[src/rtl/vram_arbiter.sv]
// Single-port VRAM access arbiter: video scanout has default priority, the CPU
// bridge gets a one-entry request buffer and a bounded-wait starvation guard.
module vram_arbiter #(
  parameter int MAX_WAIT = 4
) (
  input  logic        clk,
  input  logic        reset_n,
  input  logic        cpu_req,
  input  logic        cpu_we,
  input  logic [14:0] cpu_addr,
  input  logic [7:0]  cpu_wdata,
  output logic        cpu_busy,
  output logic        cpu_done,
  output logic [7:0]  cpu_rdata,
  input  logic        vid_req,
  input  logic [14:0] vid_addr,
  output logic        vid_grant,
  output logic        vid_valid,
  output logic [7:0]  vid_rdata,
  output logic [14:0] ram_addr,
  output logic        ram_we,
  output logic [7:0]  ram_din,
  input  logic [7:0]  ram_dout
);

  typedef enum logic [1:0] {
    OWN_NONE = 2'd0,
    OWN_CPU  = 2'd1,
    OWN_VID  = 2'd2
  } owner_e;

  // Legal MAX_WAIT range is 0..15, which fits the 4-bit counter exactly.
  localparam logic [3:0] MAX_WAIT_C = 4'(MAX_WAIT);

  logic        pending_q,    pending_d;
  logic        buf_we_q,     buf_we_d;
  logic [14:0] buf_addr_q,   buf_addr_d;
  logic [7:0]  buf_wdata_q,  buf_wdata_d;
  logic [3:0]  starve_cnt_q, starve_cnt_d;
  logic [7:0]  rdata_hold_q, rdata_hold_d;
  owner_e      owner_q,      owner_d;

  logic starve_sat;
  logic cpu_grant;
  logic vid_grant_w;
  logic busy_w;
  logic cpu_rd_done;

  // Once the guard saturates, a pending CPU access beats video for one cycle.
  assign starve_sat  = (starve_cnt_q >= MAX_WAIT_C);
  assign cpu_grant   = pending_q && (!vid_req || starve_sat);
  assign vid_grant_w = vid_req && !cpu_grant;
  assign busy_w      = pending_q || (owner_q == OWN_CPU);
  assign cpu_rd_done = (owner_q == OWN_CPU) && !buf_we_q;

  // NOTE: state updates use non-blocking assignments so every flop samples pre-edge values.
  always_ff @(posedge clk or negedge reset_n) begin
    if (!reset_n) begin
      pending_q    <= 1'b0;
      buf_we_q     <= 1'b0;
      buf_addr_q   <= '0;
      buf_wdata_q  <= '0;
      starve_cnt_q <= '0;
      rdata_hold_q <= 8'h00;
      owner_q      <= OWN_NONE;
    end else begin
      pending_q    <= pending_d;
      buf_we_q     <= buf_we_d;
      buf_addr_q   <= buf_addr_d;
      buf_wdata_q  <= buf_wdata_d;
      starve_cnt_q <= starve_cnt_d;
      rdata_hold_q <= rdata_hold_d;
      owner_q      <= owner_d;
    end
  end

  // NOTE: every signal driven here gets a default first, so no path can infer a latch.
  always_comb begin
    pending_d    = pending_q;
    buf_we_d     = buf_we_q;
    buf_addr_d   = buf_addr_q;
    buf_wdata_d  = buf_wdata_q;
    starve_cnt_d = starve_cnt_q;
    rdata_hold_d = rdata_hold_q;
    owner_d      = OWN_NONE;

    // Grant needs pending=1 and acceptance needs busy=0, so the two never overlap.
    if (cpu_grant) begin
      pending_d = 1'b0;
    end else if (!busy_w && cpu_req) begin
      pending_d   = 1'b1;
      buf_we_d    = cpu_we;
      buf_addr_d  = cpu_addr;
      buf_wdata_d = cpu_wdata;
    end

    if (cpu_grant) begin
      starve_cnt_d = '0;
    end else if (pending_q && !starve_sat) begin
      starve_cnt_d = starve_cnt_q + 4'd1;
    end

    if (cpu_grant) begin
      owner_d = OWN_CPU;
    end else if (vid_grant_w) begin
      owner_d = OWN_VID;
    end

    // The buffer cannot be reloaded during the done cycle, so buf_we_q still
    // describes the access that is completing.
    if (cpu_rd_done) begin
      rdata_hold_d = ram_dout;
    end
  end

  always_comb begin
    cpu_busy  = busy_w;
    cpu_done  = (owner_q == OWN_CPU);
    cpu_rdata = cpu_rd_done ? ram_dout : rdata_hold_q;
    vid_grant = vid_grant_w;
    vid_valid = (owner_q == OWN_VID);
    vid_rdata = ram_dout;
    ram_addr  = cpu_grant ? buf_addr_q : vid_addr;
    ram_we    = cpu_grant && buf_we_q;
    ram_din   = buf_wdata_q;
  end

  a_one_owner : assert property (@(posedge clk) disable iff (!reset_n)
    !(cpu_grant && vid_grant_w));
  a_we_cpu_only : assert property (@(posedge clk) disable iff (!reset_n)
    ram_we |-> cpu_grant);

endmodule

[config.mk]
export PLATFORM = sky130hd
export DESIGN_NAME = vram_arbiter
export DESIGN_NICKNAME = d
export VERILOG_FILES = /design/src/rtl/vram_arbiter.sv
export SDC_FILE = /design/constraint.sdc
export NUM_CORES = 1
export LEC_CHECK = 0
export ABC_AREA = 0
export BUFFER_PORTS_ARGS = -buffer_cell sky130_fd_sc_hd__buf_2
export CAP_MARGIN = 20
export CORE_AREA = 4 4 72 74
export CTS_CLUSTER_DIAMETER = 100
export DETAILED_ROUTE_END_ITERATION = 12
export DIE_AREA = 0 0 76 78
export PLACE_DENSITY_LB_ADDON = 0.05
export SETUP_SLACK_MARGIN = 0.3
export SLEW_MARGIN = 10
export SYNTH_ARGS = -nofsm -noshare
export SYNTH_HDL_FRONTEND = slang
export SYNTH_SLANG_ARGS = --single-unit
export TNS_END_PERCENT = 50
[constraint.sdc]
create_clock -name clk -period 1.7 [get_ports clk]
set_input_delay 0.34 -clock clk [delete_from_list [all_inputs] [get_ports clk]]
set_output_delay 0.34 -clock clk [all_outputs]
set_load 0.03 [all_outputs]
Word-level counts from Yosys, hierarchy flattened
Cells that the tools add are included.
{ "word_totals": {"out_inout_bits": 44, "latch_bits": 0, "word_cells": 36, "in_bits": 51, "mem_bits_rw": 0, "rom_bits": 0, "mem_count": 0, "ff_bits": 39} }
{ "op_classes": {"div": 0, "addsub": 1, "n_mux": 8, "n_bitwise": 1, "n_shift": 0, "n_reduce_logical": 16, "n_eq_ne": 2, "order_cmp": 1, "n_mul": 0} }
{ "ops": {"columns": ["operator", "count"], "rows": [
  ["2-to-1 mux 15 bit", 1],
  ["2-to-1 mux 4 bit", 2],
  ["2-to-1 mux 8 bit", 1],
  ["logical AND 1 bit", 6],
  ["zero test 1 bit", 5],
  ["adder 4 x 1 -> 4 bit (second input constant)", 1],
  ["greater-or-equal comparator 4 x 3 -> 1 bit (second input constant)", 1],
  ["2-to-1 mux 2 bit", 2],
  ["nonzero test 2 bit", 2],
  ["== test 2 x 1 -> 1 bit (second input constant)", 1],
  ["== test 2 bit (second input constant)", 1],
  ["logical OR 1 bit", 2],
  ["2-to-1 mux 1 bit", 2],
  ["AND reduction 2 bit", 1],
  ["NOT 1 bit", 1]
]} }

Logic depth before layout (Yosys ltp)
Gate-level depths: netlist of run 1.
{ "depth": {"word_depth": 7, "depth_mapped": 5, "mapped_depth_nobuf": 4} }

Worst setup path after synthesis of run 1
No wires, ideal clock.
{ "synth_timing": {"path_kind": "register -> output", "from": "register starve_cnt_q[3]", "to": "output ram_addr[10]", "path_buffers": 1, "t_required_ns": 1.360, "stages_incl_launch_ff": 5, "setup_slack_ns": -0.090, "arrival_time_ns": 1.450, "cell_sequence": "dfrtp_1 -> or3b_4 -> nand2_4 -> buf_6 -> mux2_2"} }
{ "synth_between": {"elab_chain_len": 4} }
{ "synth_lines": {"columns": ["element", "line_no", "text"], "rows": [
  ["start, declared", "39", "logic [3:0] starve_cnt_q, starve_cnt_d;"],
  ["start signal, assigned", "71", "starve_cnt_q <= starve_cnt_d;"],
  ["greater-or-equal comparator 4 x 3 -> 1 bit", "50", "assign starve_sat = (starve_cnt_q >= MAX_WAIT_C);"],
  ["logical OR 1 bit", "51", "assign cpu_grant = pending_q && (!vid_req || starve_sat);"],
  ["logical AND 1 bit", "51", null],
  ["2-to-1 mux 15 bit", "123", "ram_addr = cpu_grant ? buf_addr_q : vid_addr;"],
  ["end, declared", "20", "output logic [14:0] ram_addr,"]
]} }
No other way between the ends.

Worst setup path after layout of run 1
{ "layout_timing": {"from": "register starve_cnt_q[2]", "to": "output ram_addr[3]"} }
Same word-level chain as after synthesis.

==> out/metrics.cfg, run 1 <==
[sta]
slew_headroom = 0.6654
fmax_mhz = 470.6
rsz0062_at_grt = yes
fin_crit_ps = 2125
setup_viol = 25
worst_pin_slew_ps = 502.0
clock_skew_ps = 7.158
fin_crit_sh = 1.250
setup_tns_ps = -8094
slew_viol_final = 0
finalHoldViolations = 0
setup_slack_ps = -424.9

[clock_network]
cts_made_buffers = 5
postCtsHoldBufs = 0
cts_sinks = 39
clkSlewWorstSetupHoldPaths_ps = 80
cts_tree = done
clkLatencyLatePin_ps = 290
cts_max_path_buffers = 2
cts_max_level = 2
clockRootBuffer = clkbuf_8

[critical_path]
reg2regPathDepth = 6
r2r-start = owner_q[0]$_DFF_PN0_
reg2reg_slack_ps = 60
crit_family = simple AND/OR/NAND/NOR gates
cp_cell_sequence = or3b_4 > nand2_4 > mux2_4 > buf_6
crit_buf_inv = 1
critical_path_peak_fanout = 4
cp_data_arrival_time_ps = 1780
crit_type = flip-flop to output pin
worst_setup_path_end_kind = output pin
worstSetupPathDepth = 4
r2r-end = buf_addr_q[0]$_DFFE_PN0P_
critPathSlowestCell = or3b_4
cp-startpoint = starve_cnt_q[2]$_DFFE_PN0P_
cp-start-kind = flip-flop
slowest_delay_ps = 490
worstPathRequired_ps = 1360

[logic_synthesis]
ys_seq_elements = 39
synth_area_um2 = 1769
syn_avg_cell_area_um2 = 14.62
yosys_warnings = 0
synth-compound-area-share = 0.009901
synthesis.instances = 121
synthMuxAreaShare = 0.3055
yosysUniqueCellTypes = 22
synth_fa_ha_area_frac = 0.007072
syn_nets = 173
synth_xor_area_frac = 0
synth_top_family_by_area = multiplexers
synth_seq_area_share = 0.5516
synth-simple-area-share = 0.06153

[route]
drt_first_pass_iters = 4
vias_per_cell = 4.784
drt_wl_total_um = 4493
drc = 0
postRouteAntennaNets = 0
vias = 1354
dr.first_iter.drc_count = 35
wire_per_inst_um = 15.88

[placed_design]
portBuffers = 94
gp_congestion = 0.7065
place_inst = 266
pre_cts_ws_ps = -275.0

[power]
p_leak_nw = 1.509
total_power_w = 0.004818
powerDensity_nw_per_um2 = 1676
ir_drop_uv = 869.5

[flow_run]
max-cap-violations = 0

[finish]
diodes = 0
n_fill_cell = 360
finalNetCount = 280
final_util = 0.6253
drive_gt1_frac = 0.7686
instances_no_fill = 283
area_growth_pct = 62.52

[floorplan]
rows = 25
dieArea_um2 = 5928
core_um2 = 4598
die_y_um = 78
die_w_um = 76
ioPinCount = 95
initial_core_util = 0.3848

[global_route]
grt_pass1_vias = 1511
grt_first_pass_wirelength_um = 7314
grt_antenna_before_repair = 0
grt_remaining_overflow = 0
grt_max_degree = 24
track_usage = 0.1542

[run_status]
status = complete, but fails checks
violations = negative setup slack

[hold_path]
hp-class = input port to async pin

==> per-layer routing <==
layer  vias up  global-route usage  part of all wire
met2        61              0.2723              0.53
met1       660              0.1746              0.38
met4         0             0.04982             0.016
met3         7             0.04988             0.076
met5         -                   0                 0
li1        626                   -                 -
==> layout make-up <==
| class | instances | area, um^2 | area share |
|---|---|---|---|
| clock buffers | 8 | 100.1 | 0.03481 |
| inverters | 4 | 20.02 | 0.006963 |
| multi-input cells | 68 | 912.1 | 0.3172 |
| flip-flops and latches | 39 | 977.2 | 0.3399 |
| well taps | 54 | 67.56 | 0.02350 |
| repair buffers | 110 | 798.3 | 0.2776 |
==> where the power goes <==
group          switching (W)  leakage, nW  internal (W)
Combinational        0.00122        0.992       0.00137
Sequential          0.000229        0.466       0.00131
Clock               0.000314       0.0515      0.000370
==> Yosys cell counts <==
cell / instances / area (um^2)
nand2b_1: 1 / 6.260
inv_1: 3 / 11.26
nand2_4: 1 / 11.26
ha_1: 1 / 12.51
dfrtp_1: 39 / 975.9
or3b_4: 1 / 11.26
a21o_1: 1 / 7.510
nand2b_2: 1 / 8.760
nor2_1: 1 / 3.750
buf_4: 8 / 60.06
nor3b_4: 1 / 18.77
buf_2: 1 / 5.000
and2_1: 1 / 6.260
nand3_1: 2 / 10.01
o21ai_0: 2 / 10.01
and3_1: 1 / 6.260
nor3b_1: 1 / 7.510
nor2b_1: 2 / 12.51
nor2_2: 1 / 6.260
mux2_2: 48 / 540.5
inv_2: 1 / 3.750
buf_6: 3 / 33.78
==> layout by cell type, fill, tap and decap left out, types with 2 or more instances in the layout <==
cell,instances
buf_12,2
buf_2,66
buf_4,12
buf_6,30
clkbuf_8,7
dfrtp_1,38
inv_1,3
mux2_2,2
mux2_4,46
nand2_8,2
nand2b_4,2
nand3_1,2
nor2b_1,2
o21ai_0,2
==> metrics by stage <==
stage               hold slack, ps  cell area, um^2
floorplan                    44.41             1857
global placement             327.4             2372
detailed placement           346.9             2372
CTS                          32.03             2749
global route                 47.51             2875
finish                       13.99             2875
==> repair_timing <==
item | CTS | global route
buffers inserted | 3 | 4
endpoints found under the setup margin | 51 | 52
gates cloned | 1 | 1
gates resized for setup | 70 | 33
pin swaps | 1 | 3
==> state kept, by name (all words and copies together), names as in the netlist <==
name,cells
pending_q,1
owner_q,2
rdata_hold_q,8
buf_addr_q,15
buf_we_q,1
ram_din,8
starve_cnt_q,4
==> worst max path at each step <==
stage	endpoint
floorplan	ram_addr[10]
global placement	ram_addr[3]
detailed placement	ram_addr[1]
CTS	ram_addr[6]
global route	ram_addr[14]
finish	ram_addr[3]
==> logic make-up after synthesis <==
kind of cell,after synthesis
multiplexers,48
AND/OR/NAND/NOR,14
flip-flops,39
buffers and inverters,16
adder cells (fa/ha/maj),1
AO/OA/AOI/OAI,3
No activity file was read; power rests on OpenSTA's default activity.
==> run 2, diff against run 1 <==
--- a/config.mk
+++ b/config.mk
@@ -8,10 +8,11 @@
 export ABC_AREA = 0
 export BUFFER_PORTS_ARGS = -buffer_cell sky130_fd_sc_hd__buf_2
 export CAP_MARGIN = 20
-export CORE_AREA = 4 4 72 74
+export CORE_AREA = 2 2 70 72
 export CTS_CLUSTER_DIAMETER = 100
 export DETAILED_ROUTE_END_ITERATION = 12
-export DIE_AREA = 0 0 76 78
+export DIE_AREA = 0 0 72 74
+export HOLD_SLACK_MARGIN = 0.15
 export PLACE_DENSITY_LB_ADDON = 0.05
 export SETUP_SLACK_MARGIN = 0.3
 export SLEW_MARGIN = 10
==> out/metrics.cfg, run 2 (same netlist as run 1, synthesis figures left out) <==
[route]
wl_met3_um = 246  ; was 342 um
drc = 0  ; unchanged
postRouteAntennaNets = 0  ; unchanged
drt_wl_total_um = 4336  ; was 4493 um
met1_length_um = 1830  ; was 1715 um
dr.first_iter.drc_count = 52  ; was 35
wire_per_inst_um = 15.16  ; was 15.88 um
vias_per_cell = 4.780  ; was 4.784
vias = 1367  ; was 1354
met2_length_um = 2209  ; was 2365 um
drt_first_pass_iters = 2  ; was 4
top_layer = met4  ; unchanged

[flow_run]
max-cap-violations = 0  ; unchanged

[floorplan]
die_y_um = 74  ; was 78 um
core_um2 = 4598  ; unchanged
dieArea_um2 = 5328  ; was 5928 um^2
ioPinCount = 95  ; unchanged
initial_core_util = 0.3848  ; unchanged
rows = 25  ; unchanged
die_w_um = 72  ; was 76 um

[clock_network]
cts_max_path_buffers = 2  ; unchanged
clockRootBuffer = clkbuf_8  ; unchanged
cts_tree = done  ; unchanged
clkLatencyLatePin_ps = 290  ; about the same
cts_sinks = 39  ; unchanged
cts_made_buffers = 5  ; unchanged
clkSlewWorstSetupHoldPaths_ps = 70  ; was 80 ps
cts_max_level = 2  ; unchanged

[run_status]
status = complete, but fails checks  ; unchanged
violations = negative setup slack  ; unchanged

[power]
ir_drop_uv = 787.1  ; was 869.5 uV
p_leak_nw = 1.529  ; was 1.509 nW
powerDensity_nw_per_um2 = 1659  ; was 1676 nW/um^2

[finish]
final_area_um2 = 2934  ; was 2875 um^2
area_growth_pct = 65.84  ; was 62.52%
largest_register_ffs = 15  ; unchanged
final_cell_mix = buf_2, mux2_4, dfrtp_1  ; unchanged
diodes = 0  ; unchanged
mostFrequentLayoutCell = buf_2  ; unchanged
finalNetCount = 283  ; was 280
top_register = buf_addr_q  ; unchanged
drive_gt1_frac = 0.7672  ; was 0.7686

[placed_design]
portBuffers = 94  ; unchanged
pre_cts_ws_ps = -266.1  ; was -275.0 ps
post-dp-hpwl_um = 2777
placed_area_um2 = 2365  ; was 2372 um^2
gp_congestion = 0.6833  ; was 0.7065

[critical_path]
critical_path_peak_fanout = 7  ; was 4
worst_setup_path_end_kind = output pin  ; unchanged
cp-start-kind = flip-flop  ; unchanged
crit_type = flip-flop to output pin  ; unchanged
cp_data_arrival_time_ps = 1760  ; was 1780 ps
worstPathRequired_ps = 1360  ; about the same

[sta]
setup_tns_ps = -7968  ; was -8094 ps
rsz0062_at_grt = yes  ; unchanged
fmax_mhz = 475.4  ; was 470.6 MHz
fin_crit_sh = 1.237  ; was 1.250
slew_headroom = 0.6688  ; was 0.6654
setup_viol = 25  ; unchanged
clock_skew_ps = 5.233  ; was 7.158 ps
fin_crit_ps = 2104  ; was 2125 ps
slew_viol_final = 0  ; unchanged
worst_pin_slew_ps = 496.8  ; was 502.0 ps
finalHoldViolations = 0  ; unchanged
setup_slack_ps = -403.7  ; was -424.9 ps

[global_route]
grt_antenna_before_repair = 0  ; unchanged
grt_max_degree = 40  ; was 24
grt_remaining_overflow = 0  ; unchanged
track_usage = 0.1694  ; was 0.1542
grt_first_pass_wirelength_um = 6865  ; was 7314 um
grt_pass1_vias = 1450  ; was 1511

[hold_path]
hp-class = input port to flip-flop  ; was input port to async pin

-- run 2: critical path, cell delays in order, from the launching register on --
cell	delay, ps
dfrtp_1	380
or3b_4	510
nand2_8	140
mux2_4	310
buf_6	140
-- run 2: final cells by class --
| cell class | instances | area, um^2 |
|---|---|---|
| Fill cell | 363 | 1664 |
| Timing Repair Buffer | 113 | 848.3 |
| Clock buffer | 8 | 100.1 |
| Inverter | 4 | 20.02 |
| Sequential cell | 39 | 977.2 |
| Multi-Input combinational cell | 68 | 920.9 |
| Tap cell | 54 | 67.56 |
-- run 2: power by group --
part | total (W) | switching [W] | internal [W]
logic | 0.00264 | 0.00123 | 0.00141
registers | 0.00155 | 0.000238 | 0.00131
clock network | 0.000674 | 0.000304 | 0.000370
total | 0.00487 | 0.00177 | 0.00309
-- run 2: routing by layer --
layer | global-route usage | up-vias
met3 | 0.03930 | 5
met5 | 0 | -
met4 | 0.06080 | 0
li1 | - | 631
met1 | 0.2162 | 673
met2 | 0.2850 | 58
-- run 2: repair_timing --
action / 4_1_cts / 5_1_grt
setup endpoints to repair: 51 / 53
pin swaps: 4 / 5
buffers inserted: 2 / 7
endpoints found under the hold margin: 39 / 0
gates cloned: 2 / 1
hold buffers: 1 / 0
resized for setup: 85 / 13
-- run 2: worst paths after layout --
kind	from	end	slack (ps)	depth (start not counted)
worst max-delay path	starve_cnt_q[3]$_DFFE_PN0P_	ram_addr[11]	-400	4
worst min-delay path	cpu_addr[11]	buf_addr_q[11]$_DFFE_PN0P_	280	2
worst max register to register	owner_q[0]$_DFF_PN0_	buf_addr_q[4]$_DFFE_PN0P_	10	8
worst min register to register	ram_din[3]$_DFFE_PN0P_	ram_din[3]$_DFFE_PN0P_	510	1
max in group asynchronous	reset_n	pending_q$_DFFE_PN0P_	690	3
min in group asynchronous	reset_n	starve_cnt_q[3]$_DFFE_PN0P_	650	3
-- run 2: per-stage QoR --
step	power (W)	cells	util	hold WS, ps
floorplan	0.002965	121	-	44.41
global placement	0.003391	265	0.5143	414.0
detailed placement	0.003461	265	0.5143	427.9
CTS	0.004726	278	0.6103	270.3
global route	0.005130	286	0.6381	263.8
finish	0.004866	286	0.6381	279.1
